### src/rtl/poly_voice_alloc.sv
// poly_voice_alloc: assigns note-on/note-off events to NUM_VOICES voice
// channels. It drives a gate and an oscillator period for each voice, keeps
// an age ranking that picks which voice to steal, and mixes the per-voice
// samples into one saturated output sample.
//
// Event handshake: a transfer happens in any cycle where ev_valid and
// ev_ready are both high. ev_ready depends only on internal state and never
// on ev_valid. The source must hold ev_note_on/ev_count stable while
// ev_valid is high and ev_ready is low.
module poly_voice_alloc #(
  parameter int NUM_VOICES = 4,
  parameter int COUNT_W    = 12,
  parameter int SAMPLE_W   = 8,
  parameter int MIX_SHIFT  = 2
) (
  input  logic                           clk,
  input  logic                           rst,
  input  logic                           ev_valid,
  output logic                           ev_ready,
  input  logic                           ev_note_on,
  input  logic [COUNT_W-1:0]             ev_count,
  input  logic [NUM_VOICES-1:0]          voice_busy,
  output logic [NUM_VOICES-1:0]          voice_trig,
  output logic [NUM_VOICES*COUNT_W-1:0]  voice_count,
  input  logic [NUM_VOICES*SAMPLE_W-1:0] voice_sample,
  input  logic                           sample_valid,
  output logic [SAMPLE_W-1:0]            mix_out,
  output logic                           mix_valid,
  output logic [$clog2(NUM_VOICES+1)-1:0] active_voices
);

  localparam int IDX_W = (NUM_VOICES > 1) ? $clog2(NUM_VOICES) : 1;
  localparam int ACT_W = $clog2(NUM_VOICES + 1);
  localparam int SUM_W = SAMPLE_W + $clog2(NUM_VOICES);
  localparam logic signed [SUM_W-1:0] SAT_MAX = SUM_W'((1 << (SAMPLE_W - 1)) - 1);
  localparam logic signed [SUM_W-1:0] SAT_MIN = -SAT_MAX - 1;

  typedef enum logic [1:0] {V_FREE, V_HELD, V_REL} vstate_e;
  typedef enum logic {S_IDLE, S_RETRIG} fsm_e;

  fsm_e                  fsm_q, fsm_d;
  logic                  started_q, started_d;
  logic [IDX_W-1:0]      pend_q, pend_d;
  vstate_e               vstate_q [NUM_VOICES];
  vstate_e               vstate_d [NUM_VOICES];
  logic [COUNT_W-1:0]    count_q [NUM_VOICES];
  logic [COUNT_W-1:0]    count_d [NUM_VOICES];
  logic [IDX_W-1:0]      rank_q [NUM_VOICES];
  logic [IDX_W-1:0]      rank_d [NUM_VOICES];
  logic [NUM_VOICES-1:0] trig_q, trig_d;
  logic [ACT_W-1:0]      active_q, active_d;
  logic [SAMPLE_W-1:0]   mix_out_q, mix_out_d;
  logic                  mix_valid_q, mix_valid_d;

  logic                  on_hit, off_hit, free_hit, rel_hit, held_hit;
  logic [IDX_W-1:0]      on_idx, off_idx, free_idx, rel_idx, held_idx;
  logic [IDX_W-1:0]      rel_rank, held_rank;
  logic [IDX_W-1:0]      victim;
  logic                  victim_retrig;
  logic                  accept;
  logic signed [SUM_W-1:0] mix_sum, mix_shift;
  logic [SAMPLE_W-1:0]   mix_sat;

  assign ev_ready      = started_q & (fsm_q == S_IDLE);
  assign accept        = ev_valid & ev_ready;
  assign voice_trig    = trig_q;
  assign active_voices = active_q;
  assign mix_out       = mix_out_q;
  assign mix_valid     = mix_valid_q;

  // Pack per-voice periods onto the flat output bus.
  always_comb begin
    voice_count = '0;
    for (int i = 0; i < NUM_VOICES; i++) begin
      voice_count[i*COUNT_W +: COUNT_W] = count_q[i];
    end
  end

  // Candidate search: count matches (lowest index), lowest free voice, and
  // the oldest releasing / held voices; then pick the note-on victim.
  always_comb begin
    on_hit    = 1'b0;
    on_idx    = '0;
    off_hit   = 1'b0;
    off_idx   = '0;
    free_hit  = 1'b0;
    free_idx  = '0;
    rel_hit   = 1'b0;
    rel_idx   = '0;
    rel_rank  = '0;
    held_hit  = 1'b0;
    held_idx  = '0;
    held_rank = '0;
    for (int i = NUM_VOICES - 1; i >= 0; i--) begin
      if (vstate_q[i] != V_FREE && count_q[i] == ev_count) begin
        on_hit = 1'b1;
        on_idx = IDX_W'(i);
      end
      if (vstate_q[i] == V_HELD && count_q[i] == ev_count) begin
        off_hit = 1'b1;
        off_idx = IDX_W'(i);
      end
      if (vstate_q[i] == V_FREE) begin
        free_hit = 1'b1;
        free_idx = IDX_W'(i);
      end
    end
    for (int i = 0; i < NUM_VOICES; i++) begin
      if (vstate_q[i] == V_REL && (!rel_hit || rank_q[i] > rel_rank)) begin
        rel_hit  = 1'b1;
        rel_idx  = IDX_W'(i);
        rel_rank = rank_q[i];
      end
      if (vstate_q[i] == V_HELD && (!held_hit || rank_q[i] > held_rank)) begin
        held_hit  = 1'b1;
        held_idx  = IDX_W'(i);
        held_rank = rank_q[i];
      end
    end
    if (on_hit) begin
      victim        = on_idx;
      victim_retrig = 1'b1;
    end else if (free_hit) begin
      victim        = free_idx;
      victim_retrig = 1'b0;
    end else if (rel_hit) begin
      victim        = rel_idx;
      victim_retrig = 1'b1;
    end else begin
      victim        = held_idx;
      victim_retrig = 1'b1;
    end
  end

  // Event FSM and voice lifecycle. A retriggered or stolen voice is marked
  // HELD at accept with its gate low; RETRIG raises the gate one cycle later
  // so the envelope always sees a rising edge.
  always_comb begin
    fsm_d     = fsm_q;
    started_d = 1'b1;
    pend_d    = pend_q;
    vstate_d  = vstate_q;
    count_d   = count_q;
    rank_d    = rank_q;
    trig_d    = trig_q;
    for (int i = 0; i < NUM_VOICES; i++) begin
      if (vstate_q[i] == V_REL && !voice_busy[i]) begin
        vstate_d[i] = V_FREE;
      end
    end
    case (fsm_q)
      S_IDLE: begin
        if (accept) begin
          if (ev_note_on) begin
            if (ev_count != '0) begin
              vstate_d[victim] = V_HELD;
              count_d[victim]  = ev_count;
              trig_d[victim]   = ~victim_retrig;
              for (int j = 0; j < NUM_VOICES; j++) begin
                if (rank_q[j] < rank_q[victim]) begin
                  rank_d[j] = rank_q[j] + IDX_W'(1);
                end
              end
              rank_d[victim] = '0;
              if (victim_retrig) begin
                fsm_d  = S_RETRIG;
                pend_d = victim;
              end
            end
          end else if (off_hit) begin
            vstate_d[off_idx] = V_REL;
            trig_d[off_idx]   = 1'b0;
          end
        end
      end
      S_RETRIG: begin
        trig_d[pend_q] = 1'b1;
        fsm_d          = S_IDLE;
      end
      default: fsm_d = S_IDLE;
    endcase
  end

  // Count voices that will be non-free after this edge.
  always_comb begin
    active_d = '0;
    for (int i = 0; i < NUM_VOICES; i++) begin
      if (vstate_d[i] != V_FREE) active_d = active_d + ACT_W'(1);
    end
  end

  // Mixer: sum live voices, shift, saturate; capture on sample_valid.
  always_comb begin
    mix_sum = '0;
    for (int i = 0; i < NUM_VOICES; i++) begin
      if (vstate_q[i] != V_FREE) begin
        mix_sum = mix_sum + {{(SUM_W-SAMPLE_W){voice_sample[i*SAMPLE_W+SAMPLE_W-1]}},
                             voice_sample[i*SAMPLE_W +: SAMPLE_W]};
      end
    end
    mix_shift = mix_sum >>> MIX_SHIFT;
    if (mix_shift > SAT_MAX)      mix_sat = SAT_MAX[SAMPLE_W-1:0];
    else if (mix_shift < SAT_MIN) mix_sat = SAT_MIN[SAMPLE_W-1:0];
    else                          mix_sat = mix_shift[SAMPLE_W-1:0];
    mix_out_d   = sample_valid ? mix_sat : mix_out_q;
    mix_valid_d = sample_valid;
  end

  // State registers with asynchronous reset.
  always_ff @(posedge clk or posedge rst) begin
    if (rst) begin
      fsm_q       <= S_IDLE;
      started_q   <= 1'b0;
      pend_q      <= '0;
      trig_q      <= '0;
      active_q    <= '0;
      mix_out_q   <= '0;
      mix_valid_q <= 1'b0;
      for (int i = 0; i < NUM_VOICES; i++) begin
        vstate_q[i] <= V_FREE;
        count_q[i]  <= '0;
        rank_q[i]   <= IDX_W'(i);
      end
    end else begin
      fsm_q       <= fsm_d;
      started_q   <= started_d;
      pend_q      <= pend_d;
      trig_q      <= trig_d;
      active_q    <= active_d;
      mix_out_q   <= mix_out_d;
      mix_valid_q <= mix_valid_d;
      for (int i = 0; i < NUM_VOICES; i++) begin
        vstate_q[i] <= vstate_d[i];
        count_q[i]  <= count_d[i];
        rank_q[i]   <= rank_d[i];
      end
    end
  end

endmodule
### config.mk
export PLATFORM = sky130hd
export DESIGN_NAME = poly_voice_alloc
export DESIGN_NICKNAME = d
export VERILOG_FILES = /design/src/rtl/poly_voice_alloc.sv
export SDC_FILE = /design/constraint.sdc
export NUM_CORES = 1
export LEC_CHECK = 0
export CORE_AREA = 10 10 149 151
export DETAILED_ROUTE_END_ITERATION = 10
export DIE_AREA = 0 0 159 161
export PLACE_DENSITY = 0.58
export SLEW_MARGIN = 10
export SYNTH_ARGS = -nofsm -noshare
export SYNTH_HDL_FRONTEND = slang
export SYNTH_SLANG_ARGS = --single-unit
### constraint.sdc
create_clock -name clk -period 7.4 [get_ports clk]
set_input_delay 1.11 -clock clk [delete_from_list [all_inputs] [get_ports clk]]
set_output_delay 1.11 -clock clk [all_outputs]
set_load 0.005 [all_outputs]
* Yosys cells after proc, flatten, opt, wreduce, memory -nomap -nowiden
Cells that the tools add are included.
** Word-level totals
- Register bits :: 84
- Input port bits :: 53
- Output and inout bits :: 65
** Cells by class
- Add/subtract/negate cells :: 10
- Magnitude comparators :: 22
- Equality and inequality tests :: 15
- Multiplexer cells :: 114
- Bitwise operators :: 17
- Reductions and logical operators :: 55
** Operator list (count)
- two-way mux 2 bit :: 53
- two-way mux 8 bit :: 7
- bitwise mux 48 bit :: 1
- equality test 12 bit :: 4
- two-way mux 10 bit :: 4
- two-way mux 1 bit :: 31
- adder 10 bit :: 3
- demux 12 bit (select 2 bit) :: 1
- logical AND 1 bit :: 23
- two-way mux 4 bit :: 4
- nonzero test 2 bit :: 8
- AND 4 bit :: 3
- greater-than comparator 2 bit :: 6
- two-way mux 12 bit :: 1
- NOT 4 bit :: 3
- bitwise OR 4 bit :: 3
- nonzero test 12 bit :: 1
- logical NOT 1 bit :: 10
- adder 3 x 1 -> 3 bit (second input constant) :: 3
- less-than comparator 2 x 3 -> 1 bit (second input constant) :: 3
- two-way mux 3 bit :: 3
- adder 2 x 1 -> 2 bit (second input constant) :: 4
- AND 8 bit :: 1
- demux 2 bit (select 2 bit) :: 2
- other kinds (25) :: 51

* Logic depth before layout (Yosys ltp)
Gate-level depths: netlist of run 1.
- Word-level depth :: 36
- Gate-level depth with buffers :: 32

* Worst setup path before layout of run 1
No wires, ideal clock.
- Path kind :: reg-to-reg
- Start point :: register vstate_q[6] (netlist name)
- End point :: register active_q[1], in the netlist active_voices[1]
- Library setup time :: 128 ps
- Arrival time :: 5592 ps
- Slack :: 1680 ps
- Cell stages (with the launch flop) :: 30
- Path buffers :: 2
- Cell sequence :: dfrtp_1 > buf_6 > and2b_2 > and2_1 > ha_1 > nand2_1 > o21ai_0 > a21oi_1 > nor2_1 > a21oi_1 > ha_1 > and2b_2 > o211ai_1 > nand2_1 > nor2_1 > a21oi_1 > ha_1 > nor2b_1 > o21ai_0 > a21oi_1 > o21bai_1 > a41oi_2 > o31ai_4 > nand3_4 > buf_2 > and2_1 > ha_1 > xor2_1 > ha_1 > mux2_1
** Between the ends
- Longest elaborated chain between the ends :: 36
** Ends and longest elaborated chain
- start, declared :: line 44 : vstate_e vstate_q [NUM_VOICES];
- start signal, assigned by index :: line 233 : vstate_q[i] <= vstate_d[i];
- equality test 2 x 1 -> 1 bit or equality test 2 bit (tied branches)
- two-way mux 2 bit (tied with other cells) :: line 114 : if (vstate_q[i] == V_HELD && (!held_hit || rank_q[i] > held_rank)) begin
- greater-than comparator 2 bit (tied with other cells) :: line 114
- logical OR 1 bit (on tied branches) :: line 114, 109
- logical AND 1 bit (on tied branches) :: line 114, 109
- two-way mux 2 bit (tied with other cells) :: line 114
- greater-than comparator 2 bit (tied with other cells) :: line 114
- logical OR 1 bit (on tied branches) :: line 114, 109
- (+21 left out)
- two-way mux 1 bit :: line 188 : if (vstate_d[i] != V_FREE) active_d = active_d + ACT_W'(1);
- adder 3 x 1 -> 3 bit :: line 188
- two-way mux 3 bit :: line 188
- adder 3 x 1 -> 3 bit :: line 188
- two-way mux 3 bit :: line 188
- adder 3 x 1 -> 3 bit :: line 188
- two-way mux 3 bit (*) :: line 188
- net active_d[1] :: line 51 : logic [ACT_W-1:0] active_q, active_d;
- end signal, assigned :: line 229 : active_q <= active_d;
- end, declared :: line 51
The timed path passes the listed nets; every way through them passes the cells marked *.
A chain may end at the register's enable or synchronous reset.

* Worst setup path after layout of run 1
- Start point :: register vstate_q[7] (netlist name)
- End point :: register active_q[1], in the netlist active_voices[1]
The elaborated chain is that of the path after synthesis.

==> metrics.md, run 1 <==
| Metric | Value |
|---|---|
| Largest net degree at the start of global routing | between 50 and 60 |
| Vias | approximately 5.4k |
| Die ar. | 0.0256 mm² |
| Fin crit period | 6.42 ns |
| First-pass GRT wire length | 30200 µm |
| Crit path max fanout | 14 |
| Max H-tree Level | 3 |
| F_max | between 150 and 200 MHz |
| Internal Power | 2.22 mW |
| Dpl hpwl | roughly 15000 µm |
| CTS-repair resized insts | 0 |
| CP Capture Type | register |
| RSZ-0062 raised after global routing | no |
| Type of the worst setup path | reg -> reg |
| Final period util | 0.867 |
| # IOs | between 100 and 150 |
| Relative slew margins | 0.386 |
| Worst Path Required | around 7.6 ns |
| Cell Area, Synth | ~0.0066 mm² |
| Clk pin slew, worst setup/hold paths | approximately 0.060 ns |
| PD cells | between 400 and 500 mW/mm² |
| Ys Warns | 0 |
| Die width | about 160 µm |
| Initial core utilization | 0.343 |
| Share of cells above drive strength 1 | 0.157 |
| Port bufs | around 120 |
| CP bufs+invs | 1 |
| Max Cap Viol | 0 |
| Fraction of registers with async set/reset | 1.00 |
| Average via count per standard cell | slightly above 5 |
| Routability cong. | ~0.84 |
| Sequential element share of the synthesized area | 0.320 |
| Clock root buffer | clkbuf_16 |
| CP dominant cell by count | ha_1 |
| Synth cell types | 86 |
| Placed instance count | 1038 |
| Critical path's largest stage delay | roughly 0.5 ns |
| Critical Path Start Type | register |
| Top-count cell post-synth | dfrtp_1 |
| Combinational Power Share | 0.655 |
| Post-Syn Instances | a little under 700 |
| Final wirelength | between 15000 and 20000 µm |
| CTS tree | yes |
| Worst Skew | a little over 0.008 ns |
| Sequential Power Share | 0.225 |
| Number of DRC markers in iteration 0 | between 200 and 300 |
| Synth top area cells | dfrtp_1 30%, mux2_2 9.6%, ha_1 8.4% |
| Vias in the first global route | 5427 |
| Max-slew violations | 0 |
| All-Layer GR Usage | 0.146 |
| Drt wl/cell | ~18 µm |
| Worst hold path type | reg -> reg |
| DRC violations left | 0 |
| Worst-Skew Late Latency | approximately 0.35 ns |
| Maximum vdd ir drop | between 0.2 and 0.25 mV |
| Setup WS pre-CTS | 1.01 ns |
| Final Hold Vio Count | 0 |
| Flop2flop setup slack | between 0.9 and 1 ns |
| ANT nets after route | 0 |
| Top cells by count, synth | 80 x dfrtp_1, 56 x mux2_2, 44 x ha_1, 44 x xnor2_1, 43 x nor2_1 |
| Setup TNS | 0 ns |
| Net count of the mapped netlist | roughly 780 |
| Final setup viols | 0 |
| P_sw | between 1.5 and 2 mW |
| Core area | between 0.015 and 0.02 mm² |
| Sw frac | 0.429 |
| Post-synth top area share | 0.304 |
| Measured slew at the worst slew-check pin | about 0.92 ns |
| Maximum root-to-sink buffer count | 2 |
| Worst path slowest cell | nor4bb_1 |
| Nets@finish | about 880 |
| Number of synthesized flops with an enable pin | 0 |
| Die Y | 161 µm |
| LEAKAGE | 3.43 nW |
| Clk pwr share | 0.120 |
| Pre-Repair DR Iteration Count | 4 |
| Top FF cell, synth | dfrtp_1 |
| CTS sink count | 84 |
| Status | completed |
| Ant diodes | 0 |
| Layout area overhead | 24.1% |
| Initial antenna violation count | 0 |
| Setup WS post-layout | between 0.9 and 1 ns |
| Crit path DAT | approximately 6.7 ns |
| Fin cells | approximately 1.1k |
| Post-CTS setup buffers | 0 |
| # hold bufs at CTS | 0 |
| Syn_area_per_cell | around 9.7 µm² |
| CTS Buf Count | 9 |
| Worst hold margin | between 0.5 and 0.6 ns |
| Gr ovfl total | 0 |
| Seq cells post-synth | 84 |
| Yosys top cell by area | dfrtp_1 |
| CP delay by family, top | simple AND/OR/NAND/NOR gates |
| # rows | 51 |
registers in the layout, summed over array words and instances, names as in the netlist, 2 cells and up:
signal	cells
pend_q	2
active_voices	3
voice_trig	4
voice_count	48
mix_out	8
rank_q	8
vstate_q	8
through the flow:
step                       util  instance area [µm²]  total power, mW
after CTS                 0.426                 8170             3.93
final                     0.426                 8170             3.89
after detailed placement  0.410                 7870             3.44
after floorplan               -                 6590             2.66
after global placement    0.410                 7870             3.42
after global routing      0.426                 8170             4.27
layout make-up:
cell class / count / area (µm²)
timing repair buffer: 120 / 1190
fill: 1912 / 11000
clock buffer: 10 / 239
sequential: 84 / 2110
inverter: 27 / 103
multi-input combinational: 542 / 4140
tap: 265 / 332
clock inverter: 5 / 60.1
cell families after synthesis:
logic type               synth area share
AND/OR/NAND/NOR                     0.181
AO/OA/AOI/OAI                       0.156
flip-flops                          0.320
multiplexers                        0.115
XOR/XNOR                           0.0865
buffers and inverters              0.0515
adder cells (fa/ha/maj)            0.0897
other                            0.000569
power by group through the flow:
| stage | logic (mW) | clock network [mW] | registers (mW) |
|---|---|---|---|
| after CTS | 2.58 | 0.479 | 0.877 |
| after detailed placement | 2.56 | 0 | 0.881 |
| final | 2.55 | 0.468 | 0.874 |
| after global placement | 2.54 | 0 | 0.876 |
| after global routing | 2.86 | 0.498 | 0.908 |
| after floorplan | 1.83 | 0 | 0.835 |
routing by layer:
metal  wire length, µm  part of all wire  global-route usage
met1              8590              0.46               0.185
met2              8700              0.46               0.234
met3              1310             0.070              0.0450
met4               253             0.013              0.0430
met5                 0                 0                   0
tightest hold or removal path: cells and delay by family, from the launching register on:
kind	cells	cell delay [ns]
flops	1	0.35
simple gates	2	0.12
final timing paths:
| check | startpoint | to | cells after the start |
|---|---|---|---|
| max | vstate_q[7]$_DFF_PP0_ | active_voices[1]$_DFF_PP0_ | 28 |
| min | mix_out[3]$_DFFE_PP0P_ | mix_out[3]$_DFFE_PP0P_ | 2 |
| max in group asynchronous | rst | voice_count[38]$_DFFE_PP0P_ | 3 |
| min reg2reg | mix_out[3]$_DFFE_PP0P_ | mix_out[3]$_DFFE_PP0P_ | 2 |
| max reg2reg | vstate_q[7]$_DFF_PP0_ | active_voices[1]$_DFF_PP0_ | 28 |
| min in group asynchronous | rst | voice_count[15]$_DFFE_PP0P_ | 2 |
layout by cell type, fill, tap and decap left out, types with 5 or more instances in the layout:
cell / n
dfrtp_1: 80
nand3_2: 5
mux2i_1: 8
xor2_1: 21
xnor2_1: 44
nor2_1: 43
a21oi_1: 41
a21o_1: 12
a22oi_1: 5
a31o_2: 6
nor3_1: 14
clkdlybuf4s50_1: 117
nand2b_1: 7
clkbuf_16: 9
nand3_1: 10
ha_1: 44
a31oi_1: 5
o21ai_0: 34
nand2_1: 42
nor4_1: 11
o211ai_1: 5
nor2b_1: 11
nand4_1: 15
and2b_2: 5
inv_1: 26
and2_1: 12
mux2_2: 56
No activity file was read; power rests on OpenSTA's default activity.
==> run 2, diff against run 1 <==
--- a/config.mk
+++ b/config.mk
@@ -5,7 +5,9 @@
 export SDC_FILE = /design/constraint.sdc
 export NUM_CORES = 1
 export LEC_CHECK = 0
+export CAP_MARGIN = 20
 export CORE_AREA = 10 10 149 151
+export CTS_CLUSTER_DIAMETER = 100
 export DETAILED_ROUTE_END_ITERATION = 10
 export DIE_AREA = 0 0 159 161
 export PLACE_DENSITY = 0.58
==> results of run 2 <==
Same layout as run 1: the final DEF is identical, and so are final timing and power.
==> run 3, diff against run 2 <==
--- a/config.mk
+++ b/config.mk
@@ -11,6 +11,7 @@
 export DETAILED_ROUTE_END_ITERATION = 10
 export DIE_AREA = 0 0 159 161
 export PLACE_DENSITY = 0.58
+export SKIP_LAST_GASP = 1
 export SLEW_MARGIN = 10
 export SYNTH_ARGS = -nofsm -noshare
 export SYNTH_HDL_FRONTEND = slang
==> results of run 3 <==
Same layout as run 1: the final DEF is identical, and so are final timing and power.
==> RTL change 1: new RTL, config.mk and constraints of run 3 <==
Make the reset (`rst`) synchronous in one clocked block. Comments in the files are not updated.
--- a/src/rtl/poly_voice_alloc.sv
+++ b/src/rtl/poly_voice_alloc.sv
@@ -209,3 +209,3 @@
   // State registers with asynchronous reset.
-  always_ff @(posedge clk or posedge rst) begin
+  always_ff @(posedge clk) begin
     if (rst) begin
Formal check against the unedited RTL: differs if rst is asserted again (counterexample within 4 cycles, from zero or initial values and one cycle with rst high); with rst held inactive, the same outputs for 4 cycles.
==> RTL change 1 against run 3 <==
Via count grew 5.7%; worst setup slack lost 0.26 ns; first-iteration DRC count grew 10%; routed wire length grew 2.1%; critical path depth is the same; sequential cell count is the same; final area shrank 2.7%; area after synthesis shrank 3.2%; sequential share of layout area shrank 4.6 points; hold slack lost 0.034 ns; final cell count grew 6.6%; critical endpoint is now active_voices[2].
Power is left out: it rests on default switching activity, and per cell area and clock period it moved more than threefold.
==> RTL change 1: results (changes against run 3) <==
Setup path
  – R2r startpoint: vstate_q[7] (unchanged)
  – Setup crit end: active_voices[2] (was active_voices[1])
  – Crit-path leading delay family: compound AO/OA/AOI/OAI gates (was simple AND/OR/NAND/NOR gates)
  – R2R Setup Slk: 0.72 ns (was 0.98 ns)
  – Crit Path Max Fanout: 15 (was 14)

Logic synthesis
  – Async set or reset register ratio after synthesis: 0 (was 1.00)
  – Mux cell area share after synthesis: 0.0988 (was 0.115)
  – Post-synthesis xor/xnor area fraction: 0.102 (was 0.0865)
  – Register area share after synthesis: 0.264 (was 0.320)
  – Syn Nets: 858 (was 781)
  – Synth Area in Adders: 0.0927 (was 0.0897)
  – Most used DFF post-synth: dfxtp_1 (was dfrtp_1)
  – Synth top area cells: dfxtp_1 26%, ha_1 8.6%, mux2i_1 8.6%, xnor2_1 7.7%, nor2_1 5.8% (was dfrtp_1 30%, mux2_2 9.6%, ha_1 8.4%, xnor2_1 5.9%, a21oi_1 3.1%)

GRT
  – Initial antenna violation count: 1 (was 0)
  – Met2 Usage GRT: 0.228 (was 0.234)
  – Tot GR Track Use: 0.148 (was 0.146)
  – Met3 usage: 0.0491 (was 0.0450)
  – Largest net degree at the start of global routing: 79 (was 52)
  – Vias in the first global route: 5575 (was 5427)
  – Global-route wire length before repair: 30800 um (was 30200 um)
  – Grt met1 use: 0.190 (was 0.185)

Routing
  – WL met2: 8260 um (was 8700 um)
  – Routed met1 length: 9280 um (was 8590 um)
  – Via-to-Cell Ratio: 5.05 (was 5.10)
  – Met3 WL post-DR: 1310 um (about the same)
  – Drt wl/cell: 17.1 um (was 17.9 um)
  – Number of DRC markers in iteration 0: 275 (was 250)
  – Uppermost layer routed: met5 (was met4)
  – DR pass1 iterations: 5 (was 4)

Timing
  – Fin Clk Skew: 0.00707 ns (was 0.00814 ns)
  – Max_slew headroom: 0.413 (was 0.386)
  – Min Hold Slack: 0.478 ns (was 0.512 ns)

Min path
  – Hold Path End: mix_out[3] (unchanged)
  – Hold Startpoint: mix_out[3] (unchanged)

Placed design
  – Gpl congestion: 0.847 (was 0.840)
  – Detailed placement HPWL: 14700 um (about the same)

Layout
  – Share of post-route cells with drive strength above 1: 0.0664 (was 0.157)
  – Fillers: 1980 (was 1912)

Outcome
  – Status: complete, no violations (unchanged)
RTL change 1: changes by cell type after synthesis, sizes merged, moves of 11 or more:
cell   change
dfrtp     -80
o21ai     -11
mux2i     +46
mux2      -52
nor2      +50
dfxtp     +84
xnor2     +13
RTL change 1: stage by stage:
step	setup WS, ns	std cells	instance area (um2)	utilization
finish	0.724	1123	7960	0.414
global route	0.214	1123	7960	0.414
CTS	0.748	1123	7960	0.414
detailed placement	0.769	1107	7640	0.398
global placement	0.988	1107	7640	0.398
floorplan	1.67	759	6370	-
RTL change 1: layout make-up:
cell class / count / area (um2) / share of cell area
clock buffer: 11 / 253 / 0.0318
multi-input combinational: 601 / 4290 / 0.539
inverter: 34 / 128 / 0.0160
timing repair buffer: 123 / 1210 / 0.152
tap: 265 / 332 / 0.0417
clock inverter: 5 / 58.8 / 0.00739
sequential: 84 / 1680 / 0.211
==> RTL change 2: new RTL, settings of run 3 <==
Made on the original files. `SAMPLE_W`: 8 -> 6.
--- a/src/rtl/poly_voice_alloc.sv
+++ b/src/rtl/poly_voice_alloc.sv
@@ -12,3 +12,3 @@
   parameter int COUNT_W    = 12,
-  parameter int SAMPLE_W   = 8,
+  parameter int SAMPLE_W   = 6,
   parameter int MIX_SHIFT  = 2
Ports: changed (resized mix_out and voice_sample); port bits go from 118 to 108. No check against the original RTL was run, so the function may have changed too.
==> RTL change 2 against run 3 <==
Utilization is 2.1 points lower; worst setup slack better by 0.31 ns; sequential cell count decreased by 2; sequential power fell by 2.4%; combinational power decreased by 7.8%; clock power down 4.5%; routed wire length shrank 5.6%; area after synthesis fell by 5.6%; highest routed layer unchanged; largest power group unchanged; first-iteration DRC count grew 15%; clock skew up 0.0020 ns; critical endpoint unchanged; power down 6.2%; final area decreased by 4.9%.
==> RTL change 2: results (changes against run 3) <==
Min path
  – Worst Hold Depth: 1 (was 2)
  – Hold Startpoint: mix_out[5] (was mix_out[3])
  – Hold Path End: mix_out[5] (was mix_out[3])

GRT
  – Largest net degree at the start of global routing: 55 (was 52)
  – Global-route wire length before repair: 28700 um (was 30200 um)
  – Tot GR Track Use: 0.139 (was 0.146)

Layout
  – Share of post-route cells with drive strength above 1: 0.143 (was 0.157)
  – Multi-In Gates: 488 (was 542)
  – Fin cells: 987 (was 1053)
  – Nets: 802 (was 883)
  – Inverters: 26 (was 27)
  – Final core area utilization: 0.404 (was 0.426)
  – Clk tree area frac: 0.0380 (was 0.0366)
  – Multi-input gate share of the layout cell area: 0.501 (was 0.506)
  – NonClk Buf Share: 0.141 (was 0.146)
  – Non-clk bufs: 110 (was 120)
  – Fillers: 1900 (was 1912)
  – Sequential share of cell area: 0.265 (was 0.258)
  – Clkbuf count: 9 (was 10)

Setup path
  – Crit Path Max Fanout: 17 (was 14)
  – R2r worst-path depth: 27 (was 28)
  – R2R Setup Slk: 1.30 ns (was 0.98 ns)
  – Worst Setup Path Type: register to register (unchanged)
  – WP data arrival: 6.34 ns (was 6.65 ns)
  – Slowest cell on the critical path: dfrtp_1 (was nor4bb_1)

Logic synthesis
  – Avg Synthesized Cell Area: 10.0 um2 (was 9.66 um2)
  – Distinct cell type count after synthesis: 85 (was 86)
  – Synth top area cells: dfrtp_1 31%, xor2_1 7.7%, ha_1 7.6%, mux2_2 4.3%, mux2_4 4.1% (was dfrtp_1 30%, mux2_2 9.6%, ha_1 8.4%, xnor2_1 5.9%, a21oi_1 3.1%)
  – Register area share after synthesis: 0.331 (was 0.320)
  – Synth top cells by count: 78 x dfrtp_1, 55 x xor2_1, 48 x nor2_1 (was 80 x dfrtp_1, 56 x mux2_2, 44 x ha_1, 44 x xnor2_1, 43 x nor2_1)
  – Syn Nets: 705 (was 781)

Timing
  – Fin Clk Skew: 0.0102 ns (was 0.00814 ns)
  – Setup ws final: 1.30 ns (was 0.981 ns)
  – Min Hold Slack: 0.522 ns (was 0.512 ns)
  – Worst-Margin Slew: 0.867 ns (was 0.917 ns)

Power
  – Maximum vdd drop: 0.000256 V (was 0.000235 V)
  – Psw: 1.61 mW (was 1.67 mW)
  – Leakage power: 3.37 nW (was 3.43 nW)

Routing
  – Number of DRC markers in iteration 0: 288 (was 250)
  – Drt total wl: 17800 um (was 18900 um)
  – Via count: 4910 (was 5369)

Outcome
  – Status: complete, no violations (unchanged)

Placed design
  – Placement Cell Area: 7470 um2 (was 7870 um2)
  – Gpl congestion: 0.873 (was 0.840)
  – # port buffers: 107 (was 117)
  – Placed cells: 970 (was 1038)
  – Detailed placement HPWL: 13800 um (was 14700 um)
  – Dpl ws: 1.35 ns (was 1.01 ns)

Clock network
  – Clock sinks: 82 (was 84)
[RTL change 2: power by group through the flow]
stage                     Clock [mW]  Sequential (mW)  Combinational (mW)
after global placement             0            0.856                2.34
after detailed placement           0            0.858                2.35
after global routing           0.477            0.882                2.59
after CTS                      0.462            0.854                2.37
final                          0.447            0.853                2.35
after floorplan                    0            0.817                1.67
[RTL change 2: cells by family after synthesis]
logic type / count (synthesis) / synth area share
buffers and inverters: 50 / 0.0433
and+or+nand+nor: 200 / 0.186
muxes: 61 / 0.120
AOI/OAI and AO/OA: 117 / 0.135
xor gates and xnor gates: 69 / 0.102
other: 1 / 0.000603
adders and majority gates: 40 / 0.0829
DFF: 82 / 0.331
[RTL change 2: routing by layer]
metal | global-route usage | share of wire | up-vias
li1 | - | - | 2424
met1 | 0.192 | 0.50 | 2377
met2 | 0.217 | 0.45 | 98
met3 | 0.0320 | 0.038 | 11
met4 | 0.0312 | 0.010 | 0
met5 | 0 | 0 | -
